==> config.mk <==
export PLATFORM = sky130hd
export DESIGN_NAME = data_req_sender
export DESIGN_NICKNAME = d
export VERILOG_FILES = /design/src/rtl/data_req_sender.sv
export SDC_FILE = /design/constraint.sdc
export NUM_CORES = 1
export LEC_CHECK = 0
export ABC_AREA = 1
export CORE_MARGIN = 3
export CORE_UTILIZATION = 36
export CTS_CLUSTER_DIAMETER = 50
export DETAILED_ROUTE_END_ITERATION = 8
export PLACE_DENSITY_LB_ADDON = 0.2
export SLEW_MARGIN = 20
export SYNTH_ARGS = -nofsm -noshare
export SYNTH_HDL_FRONTEND = slang
export SYNTH_SLANG_ARGS = --single-unit
export TNS_END_PERCENT = 100
==> constraint.sdc <==
create_clock -name i_clk_1 -period 1.6 [get_ports i_clk_1]
set_clock_uncertainty 0.2 [all_clocks]
set_input_delay 0.16 -clock i_clk_1 [delete_from_list [all_inputs] [get_ports i_clk_1]]
set_output_delay 0.16 -clock i_clk_1 [all_outputs]
set_load 0.03 [all_outputs]
==> src/rtl/data_req_sender.sv <==
// Source side of a four-phase req/ack crossing: buffers upstream samples in a small FIFO,
// launches one per handshake, and counts completed transfers in groups of four.
module data_req_sender #(
    parameter int unsigned DATA_W      = 4,
    parameter int unsigned FIFO_DEPTH  = 4,
    parameter int unsigned SYNC_STAGES = 2
) (
    input  logic              i_clk_1,
    input  logic              i_reset,
    input  logic              i_in_valid,
    input  logic [DATA_W-1:0] i_in_data,
    output logic              o_in_ready,
    input  logic              i_ack,
    output logic              o_req,
    output logic [DATA_W-1:0] o_data,
    output logic              o_busy,
    output logic              o_xfer_done,
    output logic [1:0]        o_group_cnt,
    output logic              o_group_done
);
    localparam int unsigned AW = $clog2(FIFO_DEPTH);
    localparam logic [AW:0] PTR_ONE = {{AW{1'b0}}, 1'b1};

    typedef enum logic [1:0] {StIdle, StWaitAck, StWaitRel} state_e;

    state_e                 r_state;
    state_e                 w_state_next;
    logic [DATA_W-1:0]      r_mem [FIFO_DEPTH];
    logic [AW:0]            r_wr_ptr;
    logic [AW:0]            r_rd_ptr;
    logic [SYNC_STAGES-1:0] r_ack_sync;
    logic                   r_req;
    logic [DATA_W-1:0]      r_data;
    logic                   r_xfer_done;
    logic                   r_group_done;
    logic [1:0]             r_group_cnt;

    logic w_full;
    logic w_empty;
    logic w_push;
    logic w_launch;
    logic w_drop_req;
    logic w_done;
    logic w_ack_s;

    // Extra pointer MSB distinguishes full from empty when the index bits match.
    assign w_empty    = (r_wr_ptr == r_rd_ptr);
    assign w_full     = (r_wr_ptr[AW] != r_rd_ptr[AW]) &&
                        (r_wr_ptr[AW-1:0] == r_rd_ptr[AW-1:0]);
    assign o_in_ready = !w_full && !i_reset;
    assign w_push     = i_in_valid && o_in_ready;
    assign w_ack_s    = r_ack_sync[SYNC_STAGES-1];

    always_ff @(posedge i_clk_1) begin
        if (i_reset) begin
            r_ack_sync <= '0;
        end else begin
            r_ack_sync <= {r_ack_sync[SYNC_STAGES-2:0], i_ack};
        end
    end

    always_ff @(posedge i_clk_1) begin
        if (w_push) begin
            r_mem[r_wr_ptr[AW-1:0]] <= i_in_data;
        end
    end

    always_ff @(posedge i_clk_1) begin
        if (i_reset) begin
            r_wr_ptr <= '0;
            r_rd_ptr <= '0;
        end else begin
            if (w_push) begin
                r_wr_ptr <= r_wr_ptr + PTR_ONE;
            end
            if (w_launch) begin
                r_rd_ptr <= r_rd_ptr + PTR_ONE;
            end
        end
    end

    always_ff @(posedge i_clk_1) begin
        if (i_reset) begin
            r_state <= StIdle;
        end else begin
            r_state <= w_state_next;
        end
    end

    always_comb begin
        w_state_next = r_state;
        w_launch     = 1'b0;
        w_drop_req   = 1'b0;
        w_done       = 1'b0;
        unique case (r_state)
            StIdle: begin
                // A stale ack from the consumer blocks the next launch until it clears.
                if (!w_empty && !w_ack_s) begin
                    w_launch     = 1'b1;
                    w_state_next = StWaitAck;
                end
            end
            StWaitAck: begin
                if (w_ack_s) begin
                    w_drop_req   = 1'b1;
                    w_state_next = StWaitRel;
                end
            end
            StWaitRel: begin
                if (!w_ack_s) begin
                    w_done       = 1'b1;
                    w_state_next = StIdle;
                end
            end
            default: w_state_next = StIdle;
        endcase
    end

    always_ff @(posedge i_clk_1) begin
        if (i_reset) begin
            r_req        <= 1'b0;
            r_data       <= '0;
            r_xfer_done  <= 1'b0;
            r_group_done <= 1'b0;
            r_group_cnt  <= 2'd0;
        end else begin
            if (w_launch) begin
                r_req  <= 1'b1;
                r_data <= r_mem[r_rd_ptr[AW-1:0]];
            end else if (w_drop_req) begin
                r_req <= 1'b0;
            end
            r_xfer_done  <= w_done;
            r_group_done <= w_done && (r_group_cnt == 2'd3);
            if (w_done) begin
                r_group_cnt <= r_group_cnt + 2'd1;
            end
        end
    end

    assign o_req        = r_req;
    assign o_data       = r_data;
    assign o_busy       = (r_state != StIdle) || !w_empty;
    assign o_xfer_done  = r_xfer_done;
    assign o_group_done = r_group_done;
    assign o_group_cnt  = r_group_cnt;

endmodule

==> results of run 1 <==
-- report_power, final --
group          switching, µW  total (µW)  internal, µW  leakage [µW]
Combinational            581         970           390      0.000542
Sequential              58.3        1100          1040      0.000304
Clock                    307         611           304     0.0000412
Total                    946        2680          1740      0.000887
-- registers in the layout, summed over array words and instances (netlist names) --
name / count
o_group_done: 1
r_ack_sync: 2
r_mem: 16
r_rd_ptr: 3
o_data: 4
o_group_cnt: 2
r_wr_ptr: 3
r_state: 2
o_req: 1
o_xfer_done: 1
-- Yosys cell counts --
cell type / count / area share, %
sky130_fd_sc_hd__nand3_2: 2 / 1.3
sky130_fd_sc_hd__clkbuf_1: 1 / 0.25
sky130_fd_sc_hd__ha_1: 6 / 4.9
sky130_fd_sc_hd__edfxtp_1: 16 / 31
sky130_fd_sc_hd__nand3_1: 5 / 1.6
sky130_fd_sc_hd__inv_1: 18 / 4.4
sky130_fd_sc_hd__buf_6: 2 / 1.5
sky130_fd_sc_hd__clkbuf_8: 1 / 0.90
sky130_fd_sc_hd__nand4_1: 4 / 1.6
sky130_fd_sc_hd__inv_2: 2 / 0.49
sky130_fd_sc_hd__nor3b_1: 1 / 0.49
sky130_fd_sc_hd__xnor2_2: 1 / 1.1
sky130_fd_sc_hd__clkinv_1: 1 / 0.25
sky130_fd_sc_hd__nand2_1: 28 / 6.9
sky130_fd_sc_hd__o22ai_1: 4 / 1.6
sky130_fd_sc_hd__o21ai_0: 9 / 2.9
sky130_fd_sc_hd__nand3_4: 1 / 1.1
sky130_fd_sc_hd__a21oi_2: 1 / 0.57
sky130_fd_sc_hd__nor2_1: 31 / 7.6
sky130_fd_sc_hd__nand2_2: 2 / 0.82
sky130_fd_sc_hd__a21oi_1: 5 / 1.6
sky130_fd_sc_hd__dfxtp_1: 19 / 25
sky130_fd_sc_hd__xor2_1: 3 / 1.7
-- cells by family (layout without fill, tap and decap cells) --
family	after synthesis	count (layout)	share of synthesized area (%)
AO/OA/AOI/OAI	19	19	6.786
XOR/XNOR	4	4	2.781
adder cells (fa/ha/maj)	6	6	4.906
buffers and inverters	25	68	7.767
flip-flops	35	35	56.25
AND/OR/NAND/NOR	74	74	21.50
-- worst paths after layout --
path | to | slack (ns) | cells past startpoint
max | o_busy | 0.04 | 4
min | r_ack_sync[0] | 0.18 | 3
max reg2reg | r_mem[3][1] | 0.10 | 7
min reg2reg | r_ack_sync[1] | 0.21 | 2
-- cell type report --
class,count,area share (%)
timing repair buffer,39,16.55
tap,50,3.147
multi-input combinational,103,28.19
clock inverter,2,0.6293
inverter,21,4.154
sequential,35,43.68
clock buffer,6,3.650
-- tightest hold or removal path: stages --
cell and delay, ns:
sky130_fd_sc_hd__clkdlybuf4s50_1 0.39, sky130_fd_sc_hd__inv_1 0.05, sky130_fd_sc_hd__nor2_1 0.03
-- layer usage --
metal,wire length (µm),up-vias,track usage (%)
met4,47,0,5.010
met1,1415,537,17.03
met2,1351,17,19.90
met3,102,5,4.261
li1,-,612,-
met5,0,-,0
-- layout by cell type, fill, tap and decap left out, drive strengths merged --
cell type	count
a21oi	6
o21ai	9
clkdlybuf4s50	7
dlygate4sd2	9
xor2	3
nand3	8
nor2	31
o22ai	4
clkinv	1
edfxtp	16
xnor2	1
clkbuf	6
nand4	4
buf	23
nor3b	1
clkinvlp	2
dfxtp	19
nand2	30
inv	20
ha	6
-- through the flow --
stage / setup WS [ns] / utilization [%]
after floorplan: -0.01367 / -
after global placement: 0.03292 / 46.10
after detailed placement: 0.01662 / 46.10
after CTS: 0.003290 / 48.26
after global routing: -0.06145 / 49.00
final: 0.03794 / 49.00
-- repair_timing --
| action | in CTS | in global routing |
|---|---|---|
| pin swaps | 1 | 3 |
| gates resized for setup | 11 | 13 |
| endpoints found under the setup margin | 18 | 22 |
| buffers inserted | 1 | 1 |
| cloned | 0 | 0 |
==> flow_metrics.py, run 1 <==
metrics = {
    "run_status": {
        "outcome": "finished, final reports clean",
    },
    "die": {
        "floorplan.initialDensity_pct": 37.71,
        "rows": 23,
        "dieHeight_um": 71.20,
        "die-area_um2": 5069,
        "ioPinCount": 19,
        "fp.dieW_um": 71.20,
        "coreArea_um2": 4058,
    },
    "placed_design": {
        "io_buffer_count": 18,
        "placed_instance_area_um2": 1871,
        "dpl.cell_count": 246,
        "place_hpwl_mm": 2.220,
        "gpl.final_weighted_congestion": 0.8671,
    },
    "routing": {
        "total_vias_in_the_final_route": 1171,
        "routed_wire_length_per_instance_um": 11.39,
        "drc": 0,
        "drt_first_pass_iters": 4,
        "detail_route.wirelength_mm": 2.916,
        "number_of_antenna_violating_nets_in_the_routed_design": 0,
        "number_of_vias_per_cell_after_detailed_routing": 4.574,
        "violation_count_after_the_first_detailed_route_iteration": 70,
    },
    "synthesis": {
        "synthesis.nets": 177,
        "post_synth_inst_count": 163,
        "post_synth_num_cell_types": 23,
        "synth.ff_latch_count": 35,
        "ys_seq_area_share_pct": 56.26,
        "postSynthAreaPerCell_um2": 9.388,
        "synthesis.area_um2": 1530,
        "yosys_warnings": 0,
    },
    "grt": {
        "grt_first_pass_wirelength_mm": 5.106,
        "grt_max_degree": 16,
        "initial_antenna_violation_count": 0,
        "grt-ovfl-total": 0,
        "grt_pass1_vias": 1111,
        "grt_use_total_pct": 13.00,
    },
    "timing": {
        "worst_hold_slack_ns": 0.1843,
        "finalSetupViolCount": 0,
        "slew_headroom_pct": 79.23,
        "maxSlewViolCount": 0,
        "rsz0062_at_grt": "true",
        "period_needed_ns": 1.562,
        "fin_setup_tns_ns": 0,
        "worstMarginPinSlew_ns": 0.3128,
        "min_period_over_period_pct": 97.63,
        "timing_hold_violations_final": 0,
        "fmaxAchievable_mhz": 640.2,
    },
    "worst_setup_path": {
        "worstPathBufferInverterCount": 2,
        "worst_ep_arrival_time_ns": 1.20,
        "critPathMaxStageDelay_ns": 0.34,
        "worst_setup_path_end_kind": "primary output",
        "cp_startpoint_kind": "register",
        "worstSetupPathType": "reg -> out",
        "worst_r2r_startpoint": "r_rd_ptr[2]",
        "worst-endpoint-required_ns": 1.24,
        "critical_path.startpoint": "r_rd_ptr[0]",
        "crit_slowest_cell": "sky130_fd_sc_hd__dfxtp_2",
        "worstPathMaxFanout": 2,
        "path_cells": "xnor2_2, buf_4, nand4_1, buf_6",
        "timing.critical_path.max_delay_family": "flip-flops",
    },
    "pwr": {
        "leakage_uw": 0.0008868,
        "power_density_nw_per_um2": 1348,
        "total_power_draw_uw": 2681,
        "vdd_drop_max_mv": 0.4633,
    },
    "layout": {
        "finish.cell_count_without_fillers": 256,
        "n_fill_cell": 363,
        "layout-drive-gt1-share_pct": 24.76,
        "finish.instance_area_um2": 1988,
        "final-seq-area_um2": 868.3,
        "finalNetCount": 219,
        "number_of_diodes_added_for_antenna_fixing": 0,
        "multi_input_area_um2": 560.5,
        "area.growth.synth_to_final_pct": 29.93,
    },
    "clocking": {
        "max_clock_buf_depth": 2,
        "clk_pin_slew_worst_paths_ns": 0.07,
        "holdBufCountCts": 0,
        "worst_skew_pair.late_latency_ns": 0.28,
        "cts_root_buffer": "sky130_fd_sc_hd__clkbuf_8",
        "cts-htree-levels": 2,
        "clkSinkCount": 35,
        "tritoncts_clock_tree": "done",
        "numCtsBuffers": 5,
    },
    "hold_path": {
        "worst_hold_class": "in -> reg",
        "hold_path_startpoint": "i_ack",
    },
    "flow_run": {
        "drv.max_cap_violation_count": 0,
    },
}
No activity file was read; power rests on OpenSTA's default activity.
==> run 2, diff against run 1 <==
--- a/config.mk
+++ b/config.mk
@@ -10,6 +10,7 @@
 export CORE_UTILIZATION = 36
 export CTS_CLUSTER_DIAMETER = 50
 export DETAILED_ROUTE_END_ITERATION = 8
+export MAX_ROUTING_LAYER = met4
 export PLACE_DENSITY_LB_ADDON = 0.2
 export SLEW_MARGIN = 20
 export SYNTH_ARGS = -nofsm -noshare
==> run 2 against run 1 <==
  * Non-clock buffer count is the same
  * Critical path depth is the same
  * Hold slack is essentially flat
  * Routed wire length is essentially flat
==> flow_metrics.py, run 2 (synthesis results as in run 1) <==
metrics = {
    "timing": {
        "finalSetupViolCount": 0,
        "slew_headroom_pct": 79.23,
        "fmaxAchievable_mhz": 640.0,
        "min_period_over_period_pct": 97.65,
        "timing_hold_violations_final": 0,
        "period_needed_ns": 1.562,
        "worstMarginPinSlew_ns": 0.3128,
        "rsz0062_at_grt": "true",
        "maxSlewViolCount": 0,
    },
    "worst_setup_path": {
        "crit_slowest_cell": "sky130_fd_sc_hd__dfxtp_2",
        "worstPathMaxFanout": 2,
        "critPathMaxStageDelay_ns": 0.34,
        "worst_ep_arrival_time_ns": 1.20,
        "worst_setup_path_end_kind": "primary output",
        "cp_startpoint_kind": "register",
        "path_cells": "xnor2_2, buf_4, nand4_1, buf_6",
        "worst-endpoint-required_ns": 1.24,
        "worstSetupPathType": "reg -> out",
    },
    "clocking": {
        "max_clock_buf_depth": 2,
        "clkSinkCount": 35,
        "worst_skew_pair.late_latency_ns": 0.28,
        "numCtsBuffers": 5,
        "tritoncts_clock_tree": "done",
        "clk_pin_slew_worst_paths_ns": 0.07,
        "cts_root_buffer": "sky130_fd_sc_hd__clkbuf_8",
        "cts-htree-levels": 2,
        "holdBufCountCts": 0,
    },
    "placed_design": {
        "gpl.final_weighted_congestion": 0.8813,
        "io_buffer_count": 18,
        "placed_instance_area_um2": 1871,
        "dpl.cell_count": 246,
        "place_hpwl_mm": 2.220,
    },
    "routing": {
        "routed_wire_length_per_instance_um": 11.40,
        "detail_route.wirelength_mm": 2.918,
        "total_vias_in_the_final_route": 1170,
        "number_of_antenna_violating_nets_in_the_routed_design": 0,
        "drc": 0,
        "drt_first_pass_iters": 4,
        "number_of_vias_per_cell_after_detailed_routing": 4.570,
        "violation_count_after_the_first_detailed_route_iteration": 70,
    },
    "hold_path": {
        "worst_hold_class": "in -> reg",
    },
    "grt": {
        "grt_first_pass_wirelength_mm": 5.106,
        "initial_antenna_violation_count": 0,
        "grt_max_degree": 16,
        "grt_use_total_pct": 13.39,
        "grt-ovfl-total": 0,
        "grt_pass1_vias": 1111,
    },
    "pwr": {
        "leakage_uw": 0.0008868,
        "power_density_nw_per_um2": 1349,
        "vdd_drop_max_mv": 0.4636,
    },
    "die": {
        "floorplan.initialDensity_pct": 37.71,
        "dieHeight_um": 71.20,
        "die-area_um2": 5069,
        "fp.dieW_um": 71.20,
        "coreArea_um2": 4058,
        "rows": 23,
        "ioPinCount": 19,
    },
    "run_status": {
        "outcome": "finished, final reports clean",
    },
    "layout": {
        "finish.cell_count_without_fillers": 256,
        "finish.instance_area_um2": 1988,
        "n_fill_cell": 363,
        "layout-drive-gt1-share_pct": 24.76,
        "leading_cell_types_in_the_layout_fill_and_taps_excluded": "sky130_fd_sc_hd__nor2_1, sky130_fd_sc_hd__nand2_1, sky130_fd_sc_hd__buf_4",
        "largest_register_ffs": 16,
        "layout.cells.most_common": "sky130_fd_sc_hd__nor2_1",
        "area.growth.synth_to_final_pct": 29.93,
        "finalNetCount": 219,
        "number_of_diodes_added_for_antenna_fixing": 0,
    },
    "flow_run": {
        "drv.max_cap_violation_count": 0,
    },
}
[run 2: area by class of cell]
cell class | count | area [µm²] | share of cell area (%)
repair buffers | 39 | 329.1 | 16.55
clock inverters | 2 | 12.51 | 0.6293
flip-flops and latches | 35 | 868.3 | 43.68
inverters | 21 | 82.58 | 4.154
multi-input cells | 103 | 560.5 | 28.19
well taps | 50 | 62.56 | 3.147
clock buffers | 6 | 72.57 | 3.650
[run 2: path summary, 6_finish.rpt]
check                                   start             to  slack [ns]  depth (start not counted)
worst max register to register    r_rd_ptr[2]    r_mem[3][1]        0.10                          7
worst min register to register  r_ack_sync[0]  r_ack_sync[1]        0.21                          2
worst max-delay path              r_rd_ptr[0]         o_busy        0.04                          4
worst min-delay path                    i_ack  r_ack_sync[0]        0.18                          3
[run 2: report_power, final]
part / leakage [µW] / total [µW] / internal, µW / switching, µW
Clock: 0.0000412 / 611 / 304 / 307
Combinational: 0.000542 / 970 / 390 / 581
Sequential: 0.000304 / 1100 / 1040 / 58.3
Total: 0.000887 / 2680 / 1740 / 946
[run 2: metal layers]
layer | share of wire [%] | vias up | global-route usage, %
li1 | - | 612 | -
met1 | 48 | 536 | 17.03
met2 | 46 | 16 | 19.90
met3 | 3.6 | 6 | 4.261
met4 | 1.6 | 0 | 5.010
met5 | 0 | - | -
[run 2: worst max-delay path: cells and delay by family (launching register included)]
kind / cells / cell delay, ns
buffers and inverters: 2 / 0.30
DFF: 1 / 0.34
and+or+nand+nor: 1 / 0.09
xor gates and xnor gates: 1 / 0.18
[run 2: timing repair]
action	CTS	global route
pin swaps	1	3
buffers inserted	1	1
setup endpoints to repair	18	22
gates cloned	0	0
gates resized for setup	11	13
[run 2: through the flow]
stage          hold slack [ns]  power, µW  TNS (ns)  util, %  setup slack, ns
2_1_floorplan          0.03615       1779   -0.2187        -         -0.01367
5_1_grt                 0.2019       2894   -0.1277    49.00         -0.06145
3_3_place_gp            0.1911       2063         0    46.10          0.03292
4_1_cts                 0.1773       2672         0    48.26         0.003290
6_report                0.1839       2681         0    49.00          0.03754
3_5_place_dp            0.1996       2083         0    46.10          0.01662
==> run 3, diff against run 2 <==
--- a/config.mk
+++ b/config.mk
@@ -7,7 +7,7 @@
 export LEC_CHECK = 0
 export ABC_AREA = 1
 export CORE_MARGIN = 3
-export CORE_UTILIZATION = 36
+export CORE_UTILIZATION = 45
 export CTS_CLUSTER_DIAMETER = 50
 export DETAILED_ROUTE_END_ITERATION = 8
 export MAX_ROUTING_LAYER = met4
==> run 3 against run 2 <==
  * Combinational power about the same
  * Register-to-register slack worse by 0.07 ns
  * The flow now finishes with violations (setup timing)
  * Routed wire length up 4.0%
  * Core utilization is 14 points higher
  * Total power shrank 3.4%
  * Count of clock-buffer cells in the layout is 1 higher
  * Design area is 0.31% higher
==> flow_metrics.py, run 3 (synthesis results as in run 1) <==
metrics = {
    "layout": {
        "leading_cell_types_in_the_layout_fill_and_taps_excluded": "sky130_fd_sc_hd__nand2_1, sky130_fd_sc_hd__nor2_1, sky130_fd_sc_hd__buf_4",
        "number_of_diodes_added_for_antenna_fixing": 0,
        "finish.cell_count_without_fillers": 251,
        "largest_register_ffs": 16,
        "area.growth.synth_to_final_pct": 30.34,
        "layout-drive-gt1-share_pct": 27.54,
        "finalNetCount": 220,
        "final_util_pct": 63.25,
    },
    "grt": {
        "initial_antenna_violation_count": 0,
        "grt_pass1_vias": 1166,
        "grt_use_total_pct": 17.14,
        "grt_first_pass_wirelength_mm": 5.244,
        "grt_max_degree": 16,
        "grt-ovfl-total": 0,
    },
    "run_status": {
        "failed_checks": "setup timing",
        "outcome": "complete, but fails checks",
    },
    "clocking": {
        "clkSinkCount": 35,
        "clk_pin_slew_worst_paths_ns": 0.10,
        "tritoncts_clock_tree": "done",
        "worst_skew_pair.late_latency_ns": 0.33,
        "cts-htree-levels": 2,
        "holdBufCountCts": 0,
        "max_clock_buf_depth": 2,
        "cts_root_buffer": "sky130_fd_sc_hd__clkbuf_4",
        "numCtsBuffers": 5,
    },
    "routing": {
        "drt_first_pass_iters": 4,
        "routed_wire_length_per_instance_um": 12.09,
        "drc": 0,
        "number_of_antenna_violating_nets_in_the_routed_design": 0,
        "total_vias_in_the_final_route": 1183,
        "violation_count_after_the_first_detailed_route_iteration": 50,
        "number_of_vias_per_cell_after_detailed_routing": 4.713,
        "detail_route.wirelength_mm": 3.035,
    },
    "timing": {
        "slew_headroom_pct": 79.36,
        "worstMarginPinSlew_ns": 0.3109,
        "maxSlewViolCount": 0,
        "rsz0062_at_grt": "true",
        "final.setup.worst_slack_ns": -0.02597,
        "period_needed_ns": 1.626,
        "worst_hold_slack_ns": 0.1380,
        "timing_hold_violations_final": 0,
        "min_period_over_period_pct": 101.6,
        "finalSetupViolCount": 2,
        "fmaxAchievable_mhz": 615.0,
    },
    "die": {
        "fp.dieW_um": 64.32,
        "coreArea_um2": 3153,
        "rows": 20,
        "ioPinCount": 19,
        "die-area_um2": 4136,
        "floorplan.initialDensity_pct": 48.53,
        "dieHeight_um": 64.32,
    },
    "worst_setup_path": {
        "worstPathBufferInverterCount": 2,
        "crit_slowest_cell": "sky130_fd_sc_hd__dfxtp_2",
        "path_cells": "xnor2_2, nand3_2, nand2_2, inv_2, buf_6",
        "worstPathMaxFanout": 3,
        "timing.critical_path.max_delay_family": "flip-flops",
        "cp_startpoint_kind": "register",
        "worstSetupPathType": "reg -> out",
        "worst-endpoint-required_ns": 1.24,
        "worst_ep_arrival_time_ns": 1.27,
        "critPathMaxStageDelay_ns": 0.35,
        "worst_setup_path_end_kind": "primary output",
    },
    "flow_run": {
        "drv.max_cap_violation_count": 0,
    },
    "hold_path": {
        "worst_hold_class": "in -> reg",
    },
    "pwr": {
        "clkPwrFrac_pct": 18.9,
        "switching_share_pct": 36.26,
        "internal_power_uw": 1652,
        "leakage_uw": 0.0008895,
        "comb_power_share_pct": 38.6,
        "vdd_drop_max_mv": 0.7059,
        "power_density_nw_per_um2": 1299,
        "p_sw_uw": 939.6,
        "power.share.sequential_pct": 42.5,
        "total_power_draw_uw": 2591,
    },
    "placed_design": {
        "place_hpwl_mm": 2.215,
        "post-place-ws_ns": 0.02441,
        "dpl.cell_count": 240,
        "io_buffer_count": 18,
        "gpl.final_weighted_congestion": 0.8566,
    },
}
-- run 3: tightest hold or removal path: stages --
cell	delay, ns
sky130_fd_sc_hd__clkdlybuf4s50_1	0.40
sky130_fd_sc_hd__inv_1	0.05
sky130_fd_sc_hd__nor2_1	0.03
-- run 3: worst paths after layout --
check / depth (start not counted) / end / slack [ns] / from
max: 5 / o_in_ready / -0.03 / r_wr_ptr[0]
min reg2reg: 2 / r_ack_sync[1] / 0.21 / r_ack_sync[0]
min: 3 / r_ack_sync[0] / 0.14 / i_ack
max reg2reg: 8 / r_mem[0][0] / 0.03 / r_rd_ptr[1]
-- run 3: timing repair --
action | CTS | global route
setup endpoints to repair | 17 | 23
pin swaps | 2 | 3
resized for setup | 18 | 18
hold endpoints to repair | 0 | 0
setup buffers | 2 | 1
-- run 3: cell type report --
cell class | count | area [µm²]
clock inverter | 1 | 5.005
fill | 280 | 1159
sequential | 35 | 868.3
clock buffer | 7 | 55.05
timing repair buffer | 40 | 344.1
tap | 44 | 55.05
inverter | 21 | 82.58
multi-input combinational | 103 | 584.3
-- run 3: per-stage QoR --
stage	TNS [ns]	area, µm²
finish	-0.04840	1994
global route	-0.8994	1994
CTS	-0.05470	1944
detailed placement	0	1863
global placement	0	1863
floorplan	-0.2187	1530
-- run 3: power by group through the flow --
stage / Clock, µW / Combinational, µW / Sequential [µW]
finish: 489 / 1000 / 1100
global route: 549 / 1120 / 1120
CTS: 504 / 978 / 1100
detailed placement: 0 / 970 / 1120
global placement: 0 / 951 / 1110
floorplan: 0 / 576 / 1200
-- run 3: metal layers --
metal / global-route usage (%) / part of all wire, % / up-vias
li1: - / - / 617
met1: 20.34 / 44 / 537
met2: 26.93 / 50 / 23
met3: 5.624 / 3.9 / 6
met4: 6.860 / 1.7 / 0
met5: - / 0 / -
